==> src/rtl/accel_sample_fifo.sv <==
// rtl/accel_sample_fifo.sv - decimating x/y/z sample FIFO with level irq and overflow count
module accel_sample_fifo #(
  parameter int DEPTH = 16,
  parameter int CW    = 16
) (
  input  logic                     sys_clk,
  input  logic                     reset,
  input  logic [15:0]              x_data,
  input  logic [15:0]              y_data,
  input  logic [15:0]              z_data,
  input  logic                     sample_valid,
  input  logic [3:0]               decim,
  input  logic [$clog2(DEPTH):0]   threshold,
  input  logic                     rd_req,
  input  logic                     flush,
  output logic [15:0]              rd_x,
  output logic [15:0]              rd_y,
  output logic [15:0]              rd_z,
  output logic                     rd_valid,
  output logic [$clog2(DEPTH):0]   level,
  output logic                     empty,
  output logic                     full,
  output logic [CW-1:0]            overflow_count,
  output logic                     irq
);
  localparam int AW = $clog2(DEPTH);
  localparam logic [AW:0] FULL_LVL = (AW+1)'(DEPTH);

  logic [3:0]    dcnt;
  logic [47:0]   mem [DEPTH];
  logic [AW-1:0] wp, rp;
  logic          cand, pop_ok, push_ok, drop;
  logic [AW:0]   level_nx, thr_eff;

  always_comb begin
    cand    = sample_valid && (dcnt == 4'd0);
    pop_ok  = rd_req && (level != '0);
    // a pop in the same cycle frees the slot a full FIFO needs for the push
    push_ok = cand && (!full || pop_ok);
    drop    = cand && full && !pop_ok;
    level_nx = level;
    if (push_ok && !pop_ok)
      level_nx = level + 1'b1;
    else if (pop_ok && !push_ok)
      level_nx = level - 1'b1;
    thr_eff = (threshold == '0) ? (AW+1)'(1) : threshold;
  end

  always_ff @(posedge sys_clk) begin
    if (reset)
      dcnt <= 4'd0;
    else if (sample_valid)
      dcnt <= (dcnt == 4'd0) ? decim : dcnt - 4'd1;
  end

  always_ff @(posedge sys_clk) begin
    if (!reset && !flush && push_ok)
      mem[wp] <= {x_data, y_data, z_data};
  end

  always_ff @(posedge sys_clk) begin
    if (reset) begin
      wp             <= '0;
      rp             <= '0;
      level          <= '0;
      empty          <= 1'b1;
      full           <= 1'b0;
      irq            <= 1'b0;
      overflow_count <= '0;
      rd_valid       <= 1'b0;
      rd_x           <= '0;
      rd_y           <= '0;
      rd_z           <= '0;
    end else begin
      rd_valid <= 1'b0;
      if (flush) begin
        wp             <= '0;
        rp             <= '0;
        level          <= '0;
        empty          <= 1'b1;
        full           <= 1'b0;
        irq            <= 1'b0;
        overflow_count <= '0;
      end else begin
        if (push_ok)
          wp <= wp + 1'b1;
        if (pop_ok) begin
          rp                 <= rp + 1'b1;
          {rd_x, rd_y, rd_z} <= mem[rp];
          rd_valid           <= 1'b1;
        end
        if (drop && (overflow_count != '1))
          overflow_count <= overflow_count + 1'b1;
        level <= level_nx;
        empty <= (level_nx == '0);
        full  <= (level_nx == FULL_LVL);
        irq   <= (level_nx >= thr_eff);
      end
    end
  end
endmodule

==> config.mk <==
export PLATFORM = sky130hd
export DESIGN_NAME = accel_sample_fifo
export DESIGN_NICKNAME = d
export VERILOG_FILES = /design/src/rtl/accel_sample_fifo.sv
export SDC_FILE = /design/constraint.sdc
export NUM_CORES = 1
export LEC_CHECK = 0
export ABC_AREA = 0
export BUFFER_PORTS_ARGS = -buffer_cell sky130_fd_sc_hd__buf_2
export CAP_MARGIN = 20
export CORE_UTILIZATION = 35
export DETAILED_ROUTE_END_ITERATION = 16
export PLACE_DENSITY = 0.6
export SLEW_MARGIN = 5
export SYNTH_ARGS = -nofsm -noshare
export SYNTH_HDL_FRONTEND = slang
export SYNTH_SLANG_ARGS = --single-unit
==> constraint.sdc <==
create_clock -name sys_clk -period 6.8 [get_ports sys_clk]
set_clock_uncertainty 0.1 [all_clocks]
set_input_delay 0.34 -clock sys_clk [delete_from_list [all_inputs] [get_ports sys_clk]]
set_output_delay 0.34 -clock sys_clk [all_outputs]
set_load 0.005 [all_outputs]
# Word-level counts from Yosys, hierarchy flattened
# Memories as Yosys holds them, arrays and structs flattened. A register that Yosys moved wholly into a read port is not among the register bits.
# Index checks and enable logic that the tools add are counted.
# Widths: inputs -> output; s select.
# word_totals
ff_bits	37
latchBits	0
ramBits	768
mem_bits_ro	0
inputBits	62
elab_cells	49
mem_count	1
# classes
addsub	6
multipliers	0
div_mod_pow	0
magnitude_cmp	1
eq_ne	2
shifts	0
n_mux	7
n_bitwise	1
reduce_logical	22
# mem_list
memory	depth	width	read_ports	rd_clocked_by_memory_dff	wr	line	text
mem	16	48	1	1	1	30	logic [47:0] mem [DEPTH];
# op_table
op	n
$add 16x1->16 const B	1
$ne 16x16->1 const B	1
$mux 5	3
$logic_and 1x1->1	10
$logic_not 5->1	2
$add 4x1->4 const B	2
$add 5x1->5 const B	1
$eq 5x5->1 const B	1
$ge 5x5->1	1
$logic_not 1->1	5
$reduce_bool 5->1	1
$sub 5x1->5 const B	1
$logic_not 4->1	1
$mux 4	1
$sub 4x1->4 const B	1
$mux 1	3
$reduce_and 2->1	1
$reduce_or 2->1	1
$logic_or 1x1->1	1
$not 1->1	1

# Logic depth before layout (Yosys ltp)
# Gate-level depths: netlist of the first run.
# logic_depth
depth_word	9
mapped_depth	13
depth_no_buf	12

# Least setup slack after synthesis of the first run
# Ideal clock, no wire load.
# synth_path
path_type	register to register
startpoint	reg level[0]
endpoint	mem mem[0][0], enable pin
setup_time_ns	0.513
arrival_ns	4.910
setup_slack_ns	1.277
path_stages_with_launch	8
n_path_buf	0
synth_period_minus_slack_ns	5.523
path_cell_list	dfxtp_1 inv_1 ha_1 or4b_4 nand2_1 a211oi_1 nand2_1 nor3_1
# synth_between
elab_chain_cells	7
# synth_lines
element	line	text
from (decl)	20	output logic [$clog2(DEPTH):0] level,
from (signal assigned)	94	level <= level_nx;
$reduce_bool 5->1	37	pop_ok = rd_req && (level != '0);
$logic_and 1x1->1	37	
$logic_or 1x1->1	39	push_ok = cand && (!full || pop_ok);
$logic_and 1x1->1	39	
$logic_and 1x1->1	57	if (!reset && !flush && push_ok)
$mux 1	57	
$mux 1 (implied by the code)	58	mem[wp] <= {x_data, y_data, z_data};
to (decl)	30	
# No other way between the ends.

# Final worst setup path of the first run
# layout_path
startpoint	reg level[0]
endpoint	mem mem[7][32], enable pin
# Same word-level chain as after synthesis.

==> results of run 1 <==
worst register-to-register path: cells and delay by family (launching register included):
family / cells / cell delay [ps]
simple gates: 4 / 1570
buf+inv: 2 / 680
flops: 1 / 460
fa+ha+maj: 1 / 260
compound gates: 1 / 730
power breakdown:
group | internal (mW) | switching (mW) | total, mW | leakage, nW
Combinational | 0.164 | 0.224 | 0.388 | 2.84
Clock | 2.78 | 1.95 | 4.72 | 1.39
Sequential | 5.74 | 0.0228 | 5.76 | 7.59
Total | 8.68 | 2.19 | 10.9 | 11.8
Yosys cell counts, types with 6 or more instances:
cell type	count
sky130_fd_sc_hd__edfxtp_1	768
sky130_fd_sc_hd__mux4_2	240
sky130_fd_sc_hd__dfxtp_1	85
sky130_fd_sc_hd__a22o_1	48
sky130_fd_sc_hd__nor2_1	48
sky130_fd_sc_hd__clkbuf_1	44
sky130_fd_sc_hd__buf_2	21
sky130_fd_sc_hd__nand2_1	21
sky130_fd_sc_hd__xnor2_1	17
sky130_fd_sc_hd__inv_1	15
sky130_fd_sc_hd__nor3_1	15
sky130_fd_sc_hd__ha_1	14
sky130_fd_sc_hd__a21oi_1	10
sky130_fd_sc_hd__buf_1	8
sky130_fd_sc_hd__o21ai_0	7
sky130_fd_sc_hd__nor4_1	6
worst max path at each step:
stage	end	start	slack [ps]	depth (start not counted)
floorplan	mem[0][0]$_DFFE_PP_	level[0]$_SDFF_PP0_	1280	7
global placement	mem[4][20]$_DFFE_PP_	level[0]$_SDFF_PP0_	2580	8
detailed placement	mem[5][7]$_DFFE_PP_	level[0]$_SDFF_PP0_	2510	8
CTS	mem[5][13]$_DFFE_PP_	level[0]$_SDFF_PP0_	2480	8
global route	mem[6][38]$_DFFE_PP_	level[0]$_SDFF_PP0_	2290	8
finish	mem[7][32]$_DFFE_PP_	level[0]$_SDFF_PP0_	2570	8
metrics by stage:
step,cells,hold slack (ps),utilization (%),power [mW]
floorplan,1437,312,-,6.07
detailed placement,2710,358,37.7,6.24
global route,2920,22.0,41.5,11.2
global placement,2709,360,37.7,6.22
finish,2922,35.7,41.5,10.9
CTS,2917,3.36,41.4,11.0
cell type report:
| cell class | instances | area share, % |
|---|---|---|
| Tap cell | 1186 | 3.91 |
| Clock buffer | 114 | 6.27 |
| Antenna cell | 2 | 0.0132 |
| Inverter | 15 | 0.148 |
| Clock inverter | 46 | 1.24 |
| Sequential cell | 853 | 65.3 |
| Timing Repair Buffer | 212 | 3.90 |
| Multi-Input combinational cell | 494 | 19.2 |
cell families after synthesis:
logic type	after synthesis
AOI/OAI and AO/OA	86
xor gates and xnor gates	19
adders and majority gates	14
buffers and inverters	90
DFF	853
muxes	245
and+or+nand+nor	130
flip-flops by register name, summed over array words and instances, names as in the netlist:
name / flops
rp: 4
wp: 4
level: 5
mem: 768
irq: 1
full: 1
dcnt: 4
rd_x: 16
overflow_count: 16
rd_valid: 1
empty: 1
rd_z: 16
rd_y: 16
repair_timing:
action,4_1_cts,5_1_grt
endpoints found under the hold margin,586,0
hold buffers,47,0
setup buffers,0,0
endpoints found under the setup margin,0,0
per-layer routing:
layer | up-vias | share of wire [%] | track usage (%)
li1 | 6547 | - | -
met1 | 8160 | 45 | 21.5
met2 | 426 | 47 | 23.7
met3 | 90 | 5.8 | 2.86
met4 | 8 | 1.6 | 3.76
met5 | - | 0.070 | 0
cells in the final DEF (no fill, tap or decap), types with 6 or more instances in the layout:
cell                            Yosys  layout
sky130_fd_sc_hd__edfxtp_1         768     768
sky130_fd_sc_hd__mux4_2           240     240
sky130_fd_sc_hd__buf_2             21     134
sky130_fd_sc_hd__clkbuf_16          0      89
sky130_fd_sc_hd__dfxtp_1           85      81
sky130_fd_sc_hd__a22o_1            48      48
sky130_fd_sc_hd__dlygate4sd3_1      0      47
sky130_fd_sc_hd__nor2_1            48      34
sky130_fd_sc_hd__buf_4              2      25
sky130_fd_sc_hd__nand2_1           21      21
sky130_fd_sc_hd__clkbuf_1          44      19
sky130_fd_sc_hd__clkinv_2           0      18
sky130_fd_sc_hd__xnor2_1           17      17
sky130_fd_sc_hd__inv_1             15      15
sky130_fd_sc_hd__nor2_4             0      14
sky130_fd_sc_hd__ha_1              14      14
sky130_fd_sc_hd__nor3_1            15      11
sky130_fd_sc_hd__a21oi_1           10      10
sky130_fd_sc_hd__clkinv_1           0       9
sky130_fd_sc_hd__bufinv_16          0       8
sky130_fd_sc_hd__o21ai_0            7       7
sky130_fd_sc_hd__nor4_1             6       6
sky130_fd_sc_hd__clkbuf_8           0       6
==> run_results.csv, run 1 <==
group,metric,value,unit
outcome,status,"finished clean",
setup_path,timing.rr.end,"mem[7][32]$_DFFE_PP_",
yosys,mappedNetlistArea,0.0323,mm2
drt,drt-vias-per-instance,5.21,
clock_tree,source_to_sink_clock_delay_at_the_later_pin_of_the_worst_skew_pair,640,ps
clock_tree,cts_repair_resize_count,0,
clock_tree,clk_root_buffer_cell,"sky130_fd_sc_hd__clkbuf_16",
drt,drc,0,
run,max-cap-violations,0,
yosys,synth-seq-area-share,76.7,%
power_and_ir_drop,peakVddDrop,0.228,mV
floorplan,die_area,0.0935,mm2
yosys,compound_gate_fraction_of_synth_area,2.12,%
finish,area_occupied_by_multi_input_gates,0.00729,mm2
place,placement.io_buffers,134,
yosys,mux_cell_area_share_after_synthesis,16.9,%
yosys,syn-num-nets,1513,
global_routing,aggregate_global_routing_overflow,0,
yosys,synth_ff_type,"sky130_fd_sc_hd__edfxtp_1",
drt,drt_wirelength,69800,um
sta,slew_limit_headroom,34.1,%
setup_path,required,6950,ps
yosys,synth-xor-area-share,0.515,%
setup_path,setup.worst_path.start_class,"flip-flop",
sta,finalHoldViolations,0,
yosys,synth_edf_count,768,
global_routing,grt_antenna_before_repair,6,
yosys,yosysTopAreaCellShare,71.4,%
setup_path,critical_path.endpoint_type,"flip-flop",
power_and_ir_drop,leakage_component_of_the_power,11.8,nW
place,place.detailed.hpwl,40000,um
floorplan,floorplan.die.width,306,um
setup_path,critical_path.cell_chain,"inv_1, ha_1, or4b_4, nand2_1, a211oi_1, nand2_1, nor2_4, buf_4",
clock_tree,path_clk_slew,60,ps
floorplan,ios,135,
sta,fmaxAchievable,236,MHz
global_routing,grt_start_max_net_pins,110,
finish,share_of_final_layout_standard_cells_stronger_than_drive_strength_1,32.7,%
clock_tree,cts_tree,"done",
yosys,ranking_of_synthesized_cells_by_area,"sky130_fd_sc_hd__edfxtp_1 71%, sky130_fd_sc_hd__mux4_2 17%, sky130_fd_sc_hd__dfxtp_1 5.3%, sky130_fd_sc_hd__a22o_1 1.3%, sky130_fd_sc_hd__nor2_1 0.56%",
finish,fillers,7831,
setup_path,worst_reg_to_reg_setup_slack,2570,ps
finish,synthToLayoutAreaGrowth,17.5,%
place,post_dp_cell_area,0.0345,mm2
floorplan,floorplan.die.height,306,um
setup_path,critical_path.reg2reg.startpoint,"level[0]$_SDFF_PP0_",
sta,setup_repair_after_global_routing_missed_its_margin,"no",
setup_path,crit_slowest_cell,"sky130_fd_sc_hd__a211oi_1",
yosys,seq_cells_post_synth,853,
yosys,syn_inst,1437,
setup_path,cp_slowest_stage_delay,730,ps
setup_path,path_max_fanout,26,
setup_path,path_buf_inv,2,
setup_path,cp_common_cell,"sky130_fd_sc_hd__nand2_1",
min_path,holdPathEnd,"mem[12][33]$_DFFE_PP_",
floorplan,floorplan.rows,111,
sta,final_max_slew_viol_count,0,
setup_path,setup.worst_path.class,"reg -> reg",
min_path,hp-class,"in -> reg",
drt,wl_per_cell,23.9,um
place,post-place-ws,2510,ps
yosys,main_combinational_cell_family_by_area_after_synthesis,"multiplexers",
min_path,hold_path_startpoint,"x_data[1]",
sta,setup_total_negative_slack,0,ps
yosys,synthesis.yosys.warnings,0,
sta,setup_viol,0,
clock_tree,cts-htree-levels,3,
yosys,yosysUniqueCellTypes,48,
clock_tree,numClockSinks,853,
setup_path,worst_path_dominant_cell_family,"simple AND/OR/NAND/NOR gates",
sta,finalWorstSetupSlack,2570,ps
finish,fin_nets,1738,
floorplan,initial_core_util,35.3,%
yosys,post_synth_and_or_nand_nor_area_fraction,2.12,%
drt,remaining_antenna_violation_count_after_routing,0,
yosys,postSynthAreaPerCell,22.5,um2
drt,drt_first_pass_iters,5,
global_routing,overall_global_routing_usage,15.0,%
yosys,yosys.area.top_type,"sky130_fd_sc_hd__edfxtp_1",
sta,finalCritPeriodShare,62.3,%
sta,fin_crit,4230,ps
yosys,synthArstFlopShare,0,%
finish,ff_latch_area,0.0248,mm2
floorplan,core_region_area,0.0915,mm2
power_and_ir_drop,power_per_cell_area,286,mW/mm2
min_path,holdPathStages,1,
drt,dr_vias,15200,
clock_tree,tritoncts.num_buffers,86,
setup_path,worst-r2r-cell-count,8,
drt,first_iter_violations,1387,
global_routing,grt_pass1_vias,15900,
sta,tightestPinTransition,989,ps
place,globalplace.congestion,0.810,
clock_tree,cts_buffer_depth,3,
yosys,synthAdderAreaFrac,0.542,%
finish,final_design_area_no_fill,0.0379,mm2
global_routing,wire_length_of_the_first_global_routing_pass,105000,um
setup_path,cp_data_arrival_time,4380,ps
(Power assumes the default switching activity.)
==> run 2: changes to the inputs <==
PLACE_DENSITY = 0.62   (was 0.6)
clock period = 3.65 ns   (was 6.8 ns; I/O delays follow)
==> run 2 against run 1 <==
Against the previous run:
- final area increased by 1.1%
- non-clock buffer count increased by 25
- cell count increased by 0.62%
- sequential power increased by 86%
- die area unchanged
- core utilization increased by 0.45 points
- combinational power increased by 90%
- critical path depth increased by 4
- clock power increased by 84%
- hold slack improved by 32 ps
- highest routed layer unchanged
==> run_results.csv, run 2 (synthesized netlist as in run 1, its figures left out) <==
group,metric,value,unit
sta,fin_crit,3140,ps
floorplan,ios,135,
drt,first_iter_violations,1300,
setup_path,cp_data_arrival_time,3510,ps
floorplan,floorplan.die.width,306,um
global_routing,aggregate_global_routing_overflow,0,
floorplan,initial_core_util,35.3,%
finish,regMostFlops,"mem",
setup_path,path_buf_inv,1,
setup_path,setup.worst_path.start_class,"flip-flop",
setup_path,path_max_fanout,7,
sta,final_max_slew_viol_count,0,
setup_path,worst_path_dominant_cell_family,"compound AO/OA/AOI/OAI gates",
global_routing,grt_start_max_net_pins,61,
clock_tree,source_to_sink_clock_delay_at_the_later_pin_of_the_worst_skew_pair,630,ps
drt,dr_vias,15200,
finish,largest_reg_flops,768,
power_and_ir_drop,power.total,20.2,mW
run,max-cap-violations,0,
sta,setup_repair_after_global_routing_missed_its_margin,"no",
clock_tree,cts-htree-levels,3,
floorplan,floorplan.die.height,306,um
sta,setup_total_negative_slack,0,ps
drt,wl_per_cell,22.9,um
place,place.detailed.hpwl,37800,um
clock_tree,numClockSinks,853,
drt,drc,0,
sta,tightestPinTransition,1000,ps
clock_tree,tritoncts.num_buffers,85,
finish,mostFrequentLayoutCell,"sky130_fd_sc_hd__edfxtp_1",
sta,finalCritPeriodShare,86.0,%
drt,drt-vias-per-instance,5.18,
clock_tree,cts_repair_resize_count,0,
finish,fin_nets,1762,
finish,finalCoreUtilization,41.9,%
place,placement.io_buffers,134,
sta,fmaxAchievable,319,MHz
finish,final_cell_mix,"768 x sky130_fd_sc_hd__edfxtp_1, 240 x sky130_fd_sc_hd__mux4_2, 134 x sky130_fd_sc_hd__buf_2, 87 x sky130_fd_sc_hd__clkbuf_16, 81 x sky130_fd_sc_hd__dfxtp_1",
setup_path,setup.worst_path.class,"reg -> reg",
floorplan,die_area,0.0935,mm2
finish,ff_latch_area,0.0248,mm2
sta,setup_viol,0,
drt,remaining_antenna_violation_count_after_routing,0,
power_and_ir_drop,peakVddDrop,0.317,mV
floorplan,core_region_area,0.0915,mm2
drt,drt_first_pass_iters,5,
global_routing,grt_pass1_vias,16100,
setup_path,critical_path.cell_chain,"inv_1, ha_1, or4b_4, a211oi_1, nor2_1, xnor2_1, ha_1, nand2b_1, a21oi_1, nor3_1, a211oi_1, a21oi_1",
power_and_ir_drop,power_per_cell_area,525,mW/mm2
global_routing,grt_antenna_before_repair,3,
finish,fillers,7826,
finish,area_occupied_by_multi_input_gates,0.00732,mm2
clock_tree,cts_tree,"done",
global_routing,wire_length_of_the_first_global_routing_pass,103000,um
clock_tree,clk_root_buffer_cell,"sky130_fd_sc_hd__clkbuf_16",
min_path,hp-class,"in -> reg",
floorplan,floorplan.rows,111,
sta,slew_limit_headroom,33.1,%
clock_tree,cts_buffer_depth,3,
setup_path,cp_slowest_stage_delay,500,ps
power_and_ir_drop,leakage_component_of_the_power,11.9,nW
place,globalplace.congestion,0.772,
clock_tree,ctsHoldBuffers,59,
drt,drt_wirelength,67400,um
outcome,status,"finished clean",
setup_path,required,4020,ps
finish,synthToLayoutAreaGrowth,18.7,%
clock_tree,post_cts_setup_buffers,0,
finish,share_of_final_layout_standard_cells_stronger_than_drive_strength_1,32.3,%
setup_path,critical_path.endpoint_type,"flip-flop",
sta,hold_ws,68.0,ps
global_routing,overall_global_routing_usage,14.6,%
setup_path,crit_slowest_cell,"sky130_fd_sc_hd__or4b_4",
clock_tree,path_clk_slew,60,ps
sta,finalHoldViolations,0,
run 2: metrics by stage:
stage | setup slack (ps) | cells | area (um2)
2_1_floorplan | -589 | 1437 | 32300
3_3_place_gp | 620 | 2726 | 35000
3_5_place_dp | 551 | 2726 | 35000
4_1_cts | 532 | 2939 | 38400
5_1_grt | 262 | 2939 | 38400
6_report | 512 | 2940 | 38400
run 2: worst paths after layout:
| kind | start | to | slack (ps) | cells past startpoint |
|---|---|---|---|---|
| setup / recovery | level[0]$_SDFF_PP0_ | irq$_SDFF_PP0_ | 510 | 12 |
| hold / removal | rd_req | rp[1]$_SDFFE_PP0P_ | 70 | 4 |
| setup reg to reg | level[0]$_SDFF_PP0_ | irq$_SDFF_PP0_ | 510 | 12 |
| hold reg to reg | rd_z[14]$_SDFFE_PP0P_ | rd_z[14]$_SDFFE_PP0P_ | 380 | 1 |
run 2: power by group:
group          leakage (nW)  switching [mW]  total, mW  internal (mW)
registers              7.59          0.0425       10.7           10.7
clock network          1.37            3.51       8.69           5.17
logic                  2.97           0.401      0.736          0.334
run 2: cell type report:
cell class | instances | area share (%)
sequential | 853 | 64.6
antenna | 1 | 0.00652
multi-input combinational | 494 | 19.1
clock inverter | 33 | 0.998
timing repair buffer | 237 | 5.00
inverter | 15 | 0.147
tap | 1186 | 3.87
clock buffer | 121 | 6.30
run 2: routing by layer:
metal / up-vias / part of all wire [%] / GRT usage [%]
li1: 6596 / - / -
met1: 8145 / 45 / 20.7
met2: 401 / 49 / 23.5
met3: 95 / 5.0 / 2.60
met4: 6 / 1.7 / 3.31
met5: - / 0.056 / 0
run 2: tightest hold or removal path, stage by stage:
cell                      delay [ps]
sky130_fd_sc_hd__buf_2           150
sky130_fd_sc_hd__nand2_1         200
sky130_fd_sc_hd__nand2_1         130
sky130_fd_sc_hd__a21oi_1          70
==> run 3: changes to the inputs <==
CTS_BUF_LIST = sky130_fd_sc_hd__clkbuf_8   (was not set)
==> run 3 against run 2 <==
Against the previous run:
- final area is 0.77% lower
- clock power is 16% lower
- total power is 6.6% lower
- sequential cell count stayed put
- count of clock-buffer cells in the layout is 20 higher
- sequential share of layout area is 0.50 points higher
- critical path type unchanged
- critical endpoint unchanged
- highest routed layer unchanged
==> run_results.csv, run 3 (synthesized netlist as in run 1, its figures left out) <==
group,metric,value,unit
clock_tree,source_to_sink_clock_delay_at_the_later_pin_of_the_worst_skew_pair,770,ps
setup_path,path_max_fanout,7,
min_path,hp-class,"in -> reg",
global_routing,grt_pass1_vias,16600,
drt,dr_vias,15500,
finish,mostFrequentLayoutCell,"sky130_fd_sc_hd__edfxtp_1",
setup_path,cp_data_arrival_time,3980,ps
floorplan,floorplan.die.width,306,um
floorplan,floorplan.die.height,306,um
global_routing,grt_start_max_net_pins,61,
sta,finalCritPeriodShare,94.6,%
clock_tree,cts_tree,"done",
place,place.detailed.hpwl,37800,um
floorplan,floorplan.rows,111,
finish,final_cell_mix,"768 x sky130_fd_sc_hd__edfxtp_1, 240 x sky130_fd_sc_hd__mux4_2, 141 x sky130_fd_sc_hd__clkbuf_8, 134 x sky130_fd_sc_hd__buf_2, 81 x sky130_fd_sc_hd__dfxtp_1",
sta,finalHoldViolations,0,
sta,final_max_slew_viol_count,0,
finish,largest_reg_flops,768,
global_routing,grt_antenna_before_repair,4,
clock_tree,cts_buffer_depth,3,
floorplan,initial_core_util,35.3,%
sta,setup_viol,0,
drt,drt-vias-per-instance,5.12,
drt,drt_first_pass_iters,5,
clock_tree,cts-htree-levels,4,
global_routing,overall_global_routing_usage,14.9,%
sta,slew_limit_headroom,26.9,%
setup_path,setup.worst_path.class,"reg -> reg",
finish,regMostFlops,"mem",
floorplan,die_area,0.0935,mm2
clock_tree,clk_root_buffer_cell,"sky130_fd_sc_hd__clkbuf_8",
drt,wl_per_cell,22.6,um
floorplan,ios,135,
place,post-place-ws,551,ps
power_and_ir_drop,power_per_cell_area,494,mW/mm2
place,globalplace.congestion,0.772,
sta,fmaxAchievable,290,MHz
finish,synthToLayoutAreaGrowth,17.8,%
drt,drt_wirelength,68500,um
sta,fin_crit,3450,ps
sta,tightestPinTransition,1100,ps
setup_path,required,4180,ps
sta,finalWorstSetupSlack,198,ps
power_and_ir_drop,leakage_component_of_the_power,12.0,nW
place,placement.io_buffers,134,
power_and_ir_drop,peakVddDrop,0.284,mV
run,max-cap-violations,0,
drt,remaining_antenna_violation_count_after_routing,0,
drt,first_iter_violations,1353,
drt,drc,0,
finish,fin_nets,1817,
setup_path,critical_path.endpoint_type,"flip-flop",
sta,setup_total_negative_slack,0,ps
floorplan,core_region_area,0.0915,mm2
clock_tree,numClockSinks,853,
outcome,status,"finished clean",
global_routing,wire_length_of_the_first_global_routing_pass,104000,um
finish,share_of_final_layout_standard_cells_stronger_than_drive_strength_1,33.4,%
global_routing,aggregate_global_routing_overflow,0,
setup_path,setup.worst_path.start_class,"flip-flop",
clock_tree,tritoncts.num_buffers,136,
clock_tree,path_clk_slew,60,ps
-- run 3: through the flow --
step / hold slack (ps) / util, % / power [mW] / std cells / cell area, um2
floorplan: 155 / - / 11.3 / 1437 / 32300
global placement: 364 / 38.2 / 11.6 / 2726 / 35000
detailed placement: 360 / 38.2 / 11.6 / 2726 / 35000
CTS: 79.9 / 41.5 / 19.1 / 3033 / 38000
global route: 157 / 41.6 / 19.5 / 3034 / 38100
finish: 178 / 41.6 / 18.8 / 3035 / 38100
-- run 3: repair_timing --
action,4_1_cts,5_1_grt
endpoints found under the hold margin,812,0
resized for setup,0,4
setup endpoints to repair,0,1
hold buffers,62,0
buffers inserted,0,1
-- run 3: path summary, 6_finish.rpt --
path / startpoint / to / slack [ps] / depth (start not counted)
worst max-delay path: level[0]$_SDFF_PP0_ / irq$_SDFF_PP0_ / 200 / 13
worst max register to register: level[0]$_SDFF_PP0_ / irq$_SDFF_PP0_ / 200 / 13
worst min-delay path: reset / dcnt[2]$_SDFFE_PP0P_ / 180 / 3
worst min register to register: rd_z[14]$_SDFFE_PP0P_ / rd_z[14]$_SDFFE_PP0P_ / 380 / 1
-- run 3: worst max-delay path, stage by stage (launching register included) --
cell                            delay, ps
sky130_fd_sc_hd__dfxtp_1              370
sky130_fd_sc_hd__inv_1                130
sky130_fd_sc_hd__ha_1                 210
sky130_fd_sc_hd__or4b_4               520
sky130_fd_sc_hd__a211oi_4             240
sky130_fd_sc_hd__nor2_1               110
sky130_fd_sc_hd__xnor2_1              220
sky130_fd_sc_hd__ha_1                 260
sky130_fd_sc_hd__nand2b_1             140
sky130_fd_sc_hd__a21oi_1              180
sky130_fd_sc_hd__a21oi_1              100
sky130_fd_sc_hd__dlygate4sd3_1        570
sky130_fd_sc_hd__nand3b_1              90
sky130_fd_sc_hd__a21oi_1               70
-- run 3: layer usage --
metal | wire length, um | vias up | GRT usage, %
met5 | 39 | - | 0
met4 | 1120 | 6 | 4.69
met3 | 3590 | 103 | 3.38
met2 | 33300 | 402 | 23.6
met1 | 30500 | 8290 | 20.3
li1 | - | 6726 | -
-- run 3: final cells by class --
cell class                 instances  area (um2)
clock inverter                   104         503
inverter                          15        56.3
timing repair buffer             241        1950
clock buffer                     141        1940
sequential                       853       24800
multi-input combinational        494        7340
antenna                            1        2.50
fill                            7909       53500
tap                             1186        1480
-- run 3: power by group --
part           internal, mW  switching (mW)  total (mW)
Combinational         0.343           0.408       0.751
Clock                  3.68            3.66        7.34
Sequential             10.7          0.0426        10.7
